==> config.mk <==
export PLATFORM = sky130hd
export DESIGN_NAME = uart_spi_selftest_system_flat
export DESIGN_NICKNAME = d
export VERILOG_FILES = /design/src/rtl/uart_spi_selftest_system_pkg.sv /design/src/rtl/uart_spi_selftest_system_if.sv /design/src/rtl/uart_spi_selftest_system_uart_rx.sv /design/src/rtl/uart_spi_selftest_system.sv /design/src/flat_wrapper.sv
export SDC_FILE = /design/constraint.sdc
export NUM_CORES = 1
export LEC_CHECK = 0
export ABC_CLOCK_PERIOD_IN_PS = 2250
export CORE_MARGIN = 2
export CORE_UTILIZATION = 39
export CTS_BUF_LIST = sky130_fd_sc_hd__clkbuf_8
export CTS_CLUSTER_DIAMETER = 30
export DETAILED_ROUTE_END_ITERATION = 8
export PLACE_DENSITY = 0.59
export SYNTH_ARGS = -nofsm -noshare
export SYNTH_HDL_FRONTEND = slang
export SYNTH_SLANG_ARGS = --single-unit
==> constraint.sdc <==
create_clock -name clk -period 2.25 [get_ports clk]
set_input_delay 0.45 -clock clk [delete_from_list [all_inputs] [get_ports clk]]
set_output_delay 0.45 -clock clk [all_outputs]
set_load 0.05 [all_outputs]
==> src/rtl/uart_spi_selftest_system_pkg.sv <==
// uart_spi_selftest_system_pkg: shared states, frame length and default parameters
package uart_spi_selftest_system_pkg;
  typedef enum logic [1:0] {S_BOOT, S_XFER, S_WAIT, S_IDLE} state_t;
  typedef enum logic [1:0] {RX_IDLE, RX_START, RX_DATA, RX_STOP} rx_state_t;
  localparam int FRAME_BITS = 10;
  localparam int BAUD_DIV_DEF = 156;
  localparam int SPI_DIV_DEF = 4;
  localparam logic [7:0] BOOT_BYTE_DEF = 8'h55;
endpackage

==> src/rtl/uart_spi_selftest_system_if.sv <==
// uart_spi_selftest_system_if: serial lines, SPI pins and status outputs of the front end
interface uart_spi_selftest_system_if;
  logic rxd, rxd2, txd2, sck, mosi, miso;
  logic [7:0] rx_byte, spi_rx;
  logic rx_valid, spi_done, lb_ok, lb_err, overrun;
  modport master(input rxd, rxd2, miso,
                 output txd2, sck, mosi, rx_byte, rx_valid, spi_rx, spi_done, lb_ok, lb_err, overrun);
  modport slave(output rxd, rxd2, miso,
                input txd2, sck, mosi, rx_byte, rx_valid, spi_rx, spi_done, lb_ok, lb_err, overrun);
endinterface

==> src/rtl/uart_spi_selftest_system_uart_rx.sv <==
// uart_spi_selftest_system_uart_rx: 8N1 receiver with mid-bit sampling and false-start rejection
module uart_spi_selftest_system_uart_rx
  import uart_spi_selftest_system_pkg::*;
#(parameter int BAUD_DIV = BAUD_DIV_DEF) (
  input  logic       clk,
  input  logic       reset,
  input  logic       rx,
  output logic [7:0] data,
  output logic       valid
);
  rx_state_t st_q, st_d;
  logic s1_q, s2_q, s3_q;
  logic [15:0] cnt_q, cnt_d;
  logic [2:0] bit_q, bit_d;
  logic [7:0] sh_q, sh_d, data_q, data_d;
  logic valid_q, valid_d, bit_end;
  assign bit_end = cnt_q == 16'(BAUD_DIV - 1);
  always_comb begin
    st_d = st_q;
    cnt_d = cnt_q + 16'd1;
    bit_d = bit_q;
    sh_d = sh_q;
    data_d = data_q;
    valid_d = 1'b0;
    case (st_q)
      RX_IDLE: begin
        cnt_d = '0;
        if (s3_q && !s2_q) st_d = RX_START;
      end
      RX_START: if (cnt_q == 16'(BAUD_DIV / 2 - 1)) begin
        cnt_d = '0;
        bit_d = '0;
        st_d = s2_q ? RX_IDLE : RX_DATA;
      end
      RX_DATA: if (bit_end) begin
        cnt_d = '0;
        sh_d = {s2_q, sh_q[7:1]};
        bit_d = bit_q + 3'd1;
        if (bit_q == 3'd7) st_d = RX_STOP;
      end
      default: if (bit_end) begin
        st_d = RX_IDLE;
        valid_d = s2_q;
        data_d = s2_q ? sh_q : data_q;
      end
    endcase
  end
  always_ff @(posedge clk or negedge reset)
    if (!reset) begin
      st_q <= RX_IDLE;
      {s1_q, s2_q, s3_q} <= 3'b111;
      cnt_q <= '0;
      bit_q <= '0;
      sh_q <= '0;
      data_q <= '0;
      valid_q <= 1'b0;
    end else begin
      st_q <= st_d;
      {s1_q, s2_q, s3_q} <= {rx, s1_q, s2_q};
      cnt_q <= cnt_d;
      bit_q <= bit_d;
      sh_q <= sh_d;
      data_q <= data_d;
      valid_q <= valid_d;
    end
  assign data = data_q;
  assign valid = valid_q;
endmodule

==> src/rtl/uart_spi_selftest_system.sv <==
// uart_spi_selftest_system: forwards rxd bytes to a UART tx and SPI master,
// checking the UART copy looped back on rxd2.
module uart_spi_selftest_system
  import uart_spi_selftest_system_pkg::*;
#(parameter int BAUD_DIV = BAUD_DIV_DEF,
  parameter int SPI_DIV = SPI_DIV_DEF,
  parameter logic [7:0] BOOT_BYTE = BOOT_BYTE_DEF) (
  input logic clk,
  input logic reset,
  uart_spi_selftest_system_if.master bus
);
  logic rx_valid, rx2_valid;
  logic [7:0] rx_data, rx2_data;
  uart_spi_selftest_system_uart_rx #(.BAUD_DIV(BAUD_DIV)) u_rx (
    .clk(clk), .reset(reset), .rx(bus.rxd), .data(rx_data), .valid(rx_valid));
  uart_spi_selftest_system_uart_rx #(.BAUD_DIV(BAUD_DIV)) u_rx2 (
    .clk(clk), .reset(reset), .rx(bus.rxd2), .data(rx2_data), .valid(rx2_valid));
  state_t st_q, st_d;
  logic [7:0] byte_q, byte_d, tx_sh_q, tx_sh_d, spi_sh_q, spi_sh_d, spi_in_q, spi_in_d, spi_rx_q, spi_rx_d;
  logic [7:0] spi_cnt_q, spi_cnt_d;
  logic [15:0] to_q, to_d, tx_cnt_q, tx_cnt_d;
  logic [3:0] tx_bit_q, tx_bit_d;
  logic [2:0] spi_bit_q, spi_bit_d;
  logic got_q, got_d, ok_q, ok_d, err_q, err_d, ovr_q, ovr_d;
  logic tx_busy_q, tx_busy_d, txd_q, txd_d;
  logic spi_busy_q, spi_busy_d, spi_fin_q, spi_fin_d, sck_q, sck_d, mosi_q, mosi_d, spi_done_q, spi_done_d;
  logic start, tx_end, spi_tick, timeout, exit_wait, accept;
  assign start = st_q == S_XFER;
  assign tx_end = tx_cnt_q == 16'(BAUD_DIV - 1);
  assign spi_tick = spi_cnt_q == 8'(SPI_DIV - 1);
  assign timeout = to_q == 16'(12 * BAUD_DIV - 1);
  assign exit_wait = st_q == S_WAIT &&
                     ((got_q && !tx_busy_q && !spi_busy_q && !spi_fin_q) || timeout);
  // A byte landing exactly as WAIT finishes is still forwarded rather than dropped
  assign accept = rx_valid && (st_q == S_IDLE || exit_wait);
  always_comb begin
    st_d = st_q;
    byte_d = byte_q;
    to_d = to_q + 16'd1;
    got_d = got_q;
    ok_d = ok_q;
    err_d = err_q;
    ovr_d = ovr_q | (rx_valid & ~accept);
    case (st_q)
      S_BOOT: begin
        byte_d = BOOT_BYTE;
        st_d = S_XFER;
      end
      S_XFER: begin
        to_d = '0;
        got_d = 1'b0;
        st_d = S_WAIT;
      end
      S_WAIT: begin
        if (rx2_valid) begin
          got_d = 1'b1;
          ok_d = rx2_data == byte_q;
          err_d = rx2_data != byte_q;
        end else if (timeout && !got_q) begin
          ok_d = 1'b0;
          err_d = 1'b1;
        end
        st_d = exit_wait ? S_IDLE : S_WAIT;
      end
      default: ;
    endcase
    if (accept) begin
      byte_d = rx_data;
      st_d = S_XFER;
    end
  end
  // The tx shifter fills with ones, so the stop bit falls out after d7
  always_comb begin
    tx_busy_d = tx_busy_q;
    tx_cnt_d = tx_busy_q && !tx_end ? tx_cnt_q + 16'd1 : '0;
    tx_bit_d = tx_bit_q;
    tx_sh_d = tx_sh_q;
    txd_d = txd_q;
    if (start) begin
      tx_busy_d = 1'b1;
      tx_bit_d = '0;
      tx_sh_d = byte_q;
      txd_d = 1'b0;
    end else if (tx_busy_q && tx_end) begin
      tx_bit_d = tx_bit_q + 4'd1;
      tx_sh_d = {1'b1, tx_sh_q[7:1]};
      txd_d = tx_sh_q[0];
      tx_busy_d = tx_bit_q != 4'(FRAME_BITS - 1);
    end
  end
  always_comb begin
    spi_busy_d = spi_busy_q;
    spi_cnt_d = spi_busy_q && !spi_tick ? spi_cnt_q + 8'd1 : '0;
    spi_bit_d = spi_bit_q;
    spi_sh_d = spi_sh_q;
    spi_in_d = spi_in_q;
    sck_d = sck_q;
    mosi_d = mosi_q;
    spi_fin_d = 1'b0;
    spi_rx_d = spi_fin_q ? spi_in_q : spi_rx_q;
    spi_done_d = spi_fin_q;
    if (start) begin
      spi_busy_d = 1'b1;
      spi_bit_d = '0;
      sck_d = 1'b0;
      mosi_d = byte_q[7];
      spi_sh_d = {byte_q[6:0], 1'b0};
    end else if (spi_busy_q && spi_tick) begin
      sck_d = ~sck_q;
      if (!sck_q) spi_in_d = {spi_in_q[6:0], bus.miso};
      else begin
        spi_bit_d = spi_bit_q + 3'd1;
        mosi_d = spi_bit_q == 3'd7 ? 1'b0 : spi_sh_q[7];
        spi_sh_d = {spi_sh_q[6:0], 1'b0};
        spi_busy_d = spi_bit_q != 3'd7;
        spi_fin_d = spi_bit_q == 3'd7;
      end
    end
  end
  always_ff @(posedge clk or negedge reset)
    if (!reset) begin
      st_q <= S_BOOT;
      {byte_q, tx_sh_q, spi_sh_q, spi_in_q, spi_rx_q, spi_cnt_q} <= '0;
      {to_q, tx_cnt_q, tx_bit_q, spi_bit_q} <= '0;
      {got_q, ok_q, err_q, ovr_q, tx_busy_q, spi_busy_q, spi_fin_q, sck_q, mosi_q, spi_done_q} <= '0;
      txd_q <= 1'b1;
    end else begin
      st_q <= st_d;
      {byte_q, tx_sh_q, spi_sh_q, spi_in_q, spi_rx_q, spi_cnt_q} <=
        {byte_d, tx_sh_d, spi_sh_d, spi_in_d, spi_rx_d, spi_cnt_d};
      {to_q, tx_cnt_q, tx_bit_q, spi_bit_q} <= {to_d, tx_cnt_d, tx_bit_d, spi_bit_d};
      {got_q, ok_q, err_q, ovr_q, tx_busy_q, spi_busy_q, spi_fin_q, sck_q, mosi_q, spi_done_q} <=
        {got_d, ok_d, err_d, ovr_d, tx_busy_d, spi_busy_d, spi_fin_d, sck_d, mosi_d, spi_done_d};
      txd_q <= txd_d;
    end
  assign bus.txd2 = txd_q;
  assign bus.sck = sck_q;
  assign bus.mosi = mosi_q;
  assign bus.rx_byte = rx_data;
  assign bus.rx_valid = rx_valid;
  assign bus.spi_rx = spi_rx_q;
  assign bus.spi_done = spi_done_q;
  assign bus.lb_ok = ok_q;
  assign bus.lb_err = err_q;
  assign bus.overrun = ovr_q;
endmodule

==> src/flat_wrapper.sv <==
// flat-port wrapper written by rule: the top's interface ports become plain ports
module uart_spi_selftest_system_flat import uart_spi_selftest_system_pkg::*;
#(parameter int BAUD_DIV = BAUD_DIV_DEF,
  parameter int SPI_DIV = SPI_DIV_DEF,
  parameter logic [7:0] BOOT_BYTE = BOOT_BYTE_DEF)
  (clk, reset, bus_rxd, bus_rxd2, bus_miso, bus_txd2, bus_sck, bus_mosi, bus_rx_byte, bus_rx_valid, bus_spi_rx, bus_spi_done, bus_lb_ok, bus_lb_err, bus_overrun);
  uart_spi_selftest_system_if bus_i ();
  input logic clk;
  input logic reset;
  input wire logic [$bits(bus_i.rxd)-1:0] bus_rxd;
  input wire logic [$bits(bus_i.rxd2)-1:0] bus_rxd2;
  input wire logic [$bits(bus_i.miso)-1:0] bus_miso;
  output wire logic [$bits(bus_i.txd2)-1:0] bus_txd2;
  output wire logic [$bits(bus_i.sck)-1:0] bus_sck;
  output wire logic [$bits(bus_i.mosi)-1:0] bus_mosi;
  output wire logic [$bits(bus_i.rx_byte)-1:0] bus_rx_byte;
  output wire logic [$bits(bus_i.rx_valid)-1:0] bus_rx_valid;
  output wire logic [$bits(bus_i.spi_rx)-1:0] bus_spi_rx;
  output wire logic [$bits(bus_i.spi_done)-1:0] bus_spi_done;
  output wire logic [$bits(bus_i.lb_ok)-1:0] bus_lb_ok;
  output wire logic [$bits(bus_i.lb_err)-1:0] bus_lb_err;
  output wire logic [$bits(bus_i.overrun)-1:0] bus_overrun;
  assign bus_i.rxd = bus_rxd;
  assign bus_i.rxd2 = bus_rxd2;
  assign bus_i.miso = bus_miso;
  assign bus_txd2 = bus_i.txd2;
  assign bus_sck = bus_i.sck;
  assign bus_mosi = bus_i.mosi;
  assign bus_rx_byte = bus_i.rx_byte;
  assign bus_rx_valid = bus_i.rx_valid;
  assign bus_spi_rx = bus_i.spi_rx;
  assign bus_spi_done = bus_i.spi_done;
  assign bus_lb_ok = bus_i.lb_ok;
  assign bus_lb_err = bus_i.lb_err;
  assign bus_overrun = bus_i.overrun;
  uart_spi_selftest_system #(.BAUD_DIV(BAUD_DIV), .SPI_DIV(SPI_DIV), .BOOT_BYTE(BOOT_BYTE)) u_core (.clk(clk), .reset(reset), .bus(bus_i));
endmodule
==> key figures <==
Run status
  – Status: finished, final reports clean

Synthesis
  – Seq/Total Area, Yosys: 0.539
  – Most common cell in the synthesized netlist: dfrtp_1
  – Area contributors post-synth: dfrtp_1, mux2_2, nor2_1
  – YS warnings: 0
  – Unique masters post-synth: 58
  – Ys flop type: dfrtp_1
  – Cell Area, Synth: ~0.0084 mm2
  – Share of the synthesized area in the top cell type: 0.517
  – FF+latch count, synth: 181
  – Synth area leader: dfrtp_1
  – Post-Syn Instances: 763
  – Post-synth EDFFs: 0
  – Top post-synthesis cells by count: dfrtp_1, nor2_1, mux2_2, nand3_1, nor3_1
  – Async SR Flop Fraction: 1.00
  – Syn nets: between 700 and 800
  – Syn_area_per_cell: 11.0 um2

Setup path
  – Setup crit start kind: flop
  – Crit Path Max Fanout: 6
  – Cell family with most CP delay: simple AND/OR/NAND/NOR gates
  – Critical-path cell list: or4_4 > or4_4 > a21oi_4 > mux2_2
  – Critical path's most frequent cell: or4_4
  – Slowest cell delay on critical path: approximately 0.54 ns
  – Crit path buffers/inverters: 0
  – Crit Path Category: flop to flop
  – Worst Path Arrival: 2.52 ns
  – Worst endpoint required time: 2.59 ns
  – Slowest cell on the critical path: or4_4
  – Endpoint class of the critical path: flop

STA
  – Max-slew violation count: 0
  – Slew @ Worst Pin: 0.653 ns
  – Worst Skew: 0.0108 ns
  – Slew margin rel.: 0.559
  – Peak Freq: 459 MHz
  – Setup TNS Final: 0 ns
  – RSZ-0062 raised after global routing: no
  – Min Tclk post-route: 2.18 ns
  – Fin. Hold Viols: 0
  – Worst Slack Setup Final: 0.0718 ns
  – Fin crit share: 0.968
  – Setup-failing EPs final: 0

Cells and area
  – Share of layout cells above drive strength 1: 0.188
  – Final net count: 857
  – Finished Core Util: 0.464
  – Synth-to-Final Area Change: 16.3%
  – Ant diodes: 0
  – Area of the multi-input gates: 0.00367 mm2
  – Register area: 0.00454 mm2
  – Fillers: between 2000 and 2500
  – Final non-filler cell total: 1121

Power
  – Pwr dens: about 650 mW/mm2
  – Clk pwr share: 0.370
  – Net Sw Power: 1.60 mW
  – Comb pwr share: 0.078
  – Leak: 4.37 nW
  – Max VDD drop: 377 uV
  – Seq pwr share: 0.552
  – Switch share: 0.253
  – P_int: 4.73 mW

Clock network
  – Clock tree root buffer cell: clkbuf_8
  – CTS Sinks: 181
  – CTS HTree Levels: 4
  – CTS tree: yes
  – Worst-case clock buffer depth: 2
  – Clock transition at the registers of the reported paths: 0.10 ns
  – CTS Buf Count: 17
  – Worst skew pair latency: between 0.4 and 0.5 ns

Placed design
  – Post-DP HPWL: around 11000 um
  – Placed insts: 1088
  – PortBufs: 28
  – DP Worst Slack: 0.0179 ns
  – Routability cong.: 0.796

Worst hold path
  – Min-delay worst type: input port to asynchronous set/reset pin

Job
  – Max-cap violations: 0

Global route
  – First-pass GRT wire length: 27900 um
  – Vias in the first global route: 5588
  – Largest net degree at the start of global routing: 73
  – Gr ovfl total: 0
  – Initial antenna violation count: 0
  – Total GRT Usage: 0.152

Routing
  – Final WL: between 15000 and 20000 um
  – Drc violations: 0
  – DRT antenna net count: 0
  – Pre-Repair DR Iteration Count: 5
  – Routed vias/inst: between 5 and 6
  – WL/cell: 14.4 um
  – Initial DRC Count: 257
  – DR vias: approximately 5700

Floorplanning
  – Die height: between 150 and 200 um
  – Core Area: 0.0211 mm2
  – Die span in x: 151 um
  – Io pins: 29
  – Initial Util: 0.399
  – Site Rows: between 50 and 60
  – Die area: 0.0228 mm2
[cell type report]
class,instances,area share
clock buffer,18,0.0253
clock inverter,14,0.0179
inverter,33,0.0127
multi-input combinational,524,0.375
sequential,181,0.463
tap,275,0.0351
timing repair buffer,76,0.0710
[worst reg2reg max path: cells and delay by family, from the launching register on]
kind / cells / cell delay, ns
AOI/OAI and AO/OA: 1 / 0.24
DFF: 1 / 0.40
muxes: 1 / 0.36
and+or+nand+nor: 2 / 1.08
[flip-flops by register name, summed over array words and instances, names as in the netlist, 7 cells and up]
| signal | count |
|---|---|
| u_core.bus.spi_rx | 8 |
| u_core.byte_q | 8 |
| u_core.spi_cnt_q | 8 |
| u_core.spi_in_q | 8 |
| u_core.spi_sh_q | 7 |
| u_core.to_q | 16 |
| u_core.tx_cnt_q | 16 |
| u_core.tx_sh_q | 8 |
| u_core.u_rx.cnt_q | 16 |
| u_core.u_rx.data | 8 |
| u_core.u_rx.sh_q | 8 |
| u_core.u_rx2.cnt_q | 16 |
| u_core.u_rx2.data | 8 |
| u_core.u_rx2.sh_q | 8 |
[per-stage QoR]
stage | hold slack, ns | total power [mW] | instance area [um2]
floorplan | 0.154 | 3.82 | 8420
global placement | 0.346 | 4.05 | 9360
detailed placement | 0.348 | 4.06 | 9360
CTS | 0.00897 | 6.44 | 9780
global route | 0.00759 | 6.64 | 9790
finish | 0.00113 | 6.33 | 9790
[cells by family (layout without fill, tap and decap cells)]
logic type / after synthesis / in the layout / synth area share
flops: 181 / 181 / 0.539
xor+xnor: 59 / 59 / 0.0614
compound gates: 76 / 76 / 0.0603
simple gates: 298 / 298 / 0.191
buf+inv: 58 / 141 / 0.0262
fa+ha+maj: 19 / 19 / 0.0282
mux: 72 / 72 / 0.0933
[what timing repair did]
| item | 4_1_cts | 5_1_grt |
|---|---|---|
| buffers inserted | 0 | 1 |
| hold buffers | 0 | 0 |
| setup endpoints to repair | 1 | 9 |
| pin swaps | 0 | 1 |
| gates resized for setup | 1 | 2 |
[per-layer routing]
layer	GRT usage	up-vias	share of wire
li1	-	2848	-
met3	0.0340	8	0.020
met2	0.235	38	0.46
met1	0.220	2793	0.51
met5	0	-	0
met4	0.0350	0	0.0087
[placed cells by master (no fill, tap or decap), types with 10 or more instances in the layout]
cell,Yosys,layout
mux2i_1,20,20
nor3_1,36,36
o21ai_0,21,21
nand4_1,25,25
clkbuf_8,0,19
ha_1,19,18
mux2_2,52,52
nand3_1,37,37
nor4_1,13,13
dfrtp_1,174,174
clkdlybuf4s50_1,0,25
xor2_1,26,26
inv_1,33,35
nor2_1,83,83
buf_4,0,44
a21oi_1,19,19
xnor2_1,33,33
nand2_1,26,26
or3_1,13,12
nor4bb_1,10,10
[worst paths after layout]
| kind | slack [ns] | cells after the start | to | from |
|---|---|---|---|---|
| max | 0.07 | 4 | u_core.byte_q[3] | u_core.to_q[5] |
| min | 0.001 | 1 | u_core.spi_cnt_q[6] | reset |
| max reg2reg | 0.07 | 4 | u_core.byte_q[3] | u_core.to_q[5] |
| min reg2reg | 0.36 | 0 | u_core.u_rx2.s2_q | u_core.u_rx2.s1_q |
| max in group asynchronous | 1.59 | 2 | u_core.u_rx2.s2_q | reset |
| min in group clk | 0.36 | 0 | u_core.u_rx2.s2_q | u_core.u_rx2.s1_q |
[power groups by stage]
stage	sequential (mW)	combinational (mW)	clock [mW]
2_1_floorplan	3.50	0.313	0
5_1_grt	3.51	0.558	2.57
4_1_cts	3.49	0.501	2.45
3_3_place_gp	3.56	0.496	0
3_5_place_dp	3.56	0.499	0
6_report	3.49	0.494	2.35
No activity file was read; power rests on OpenSTA's default activity.
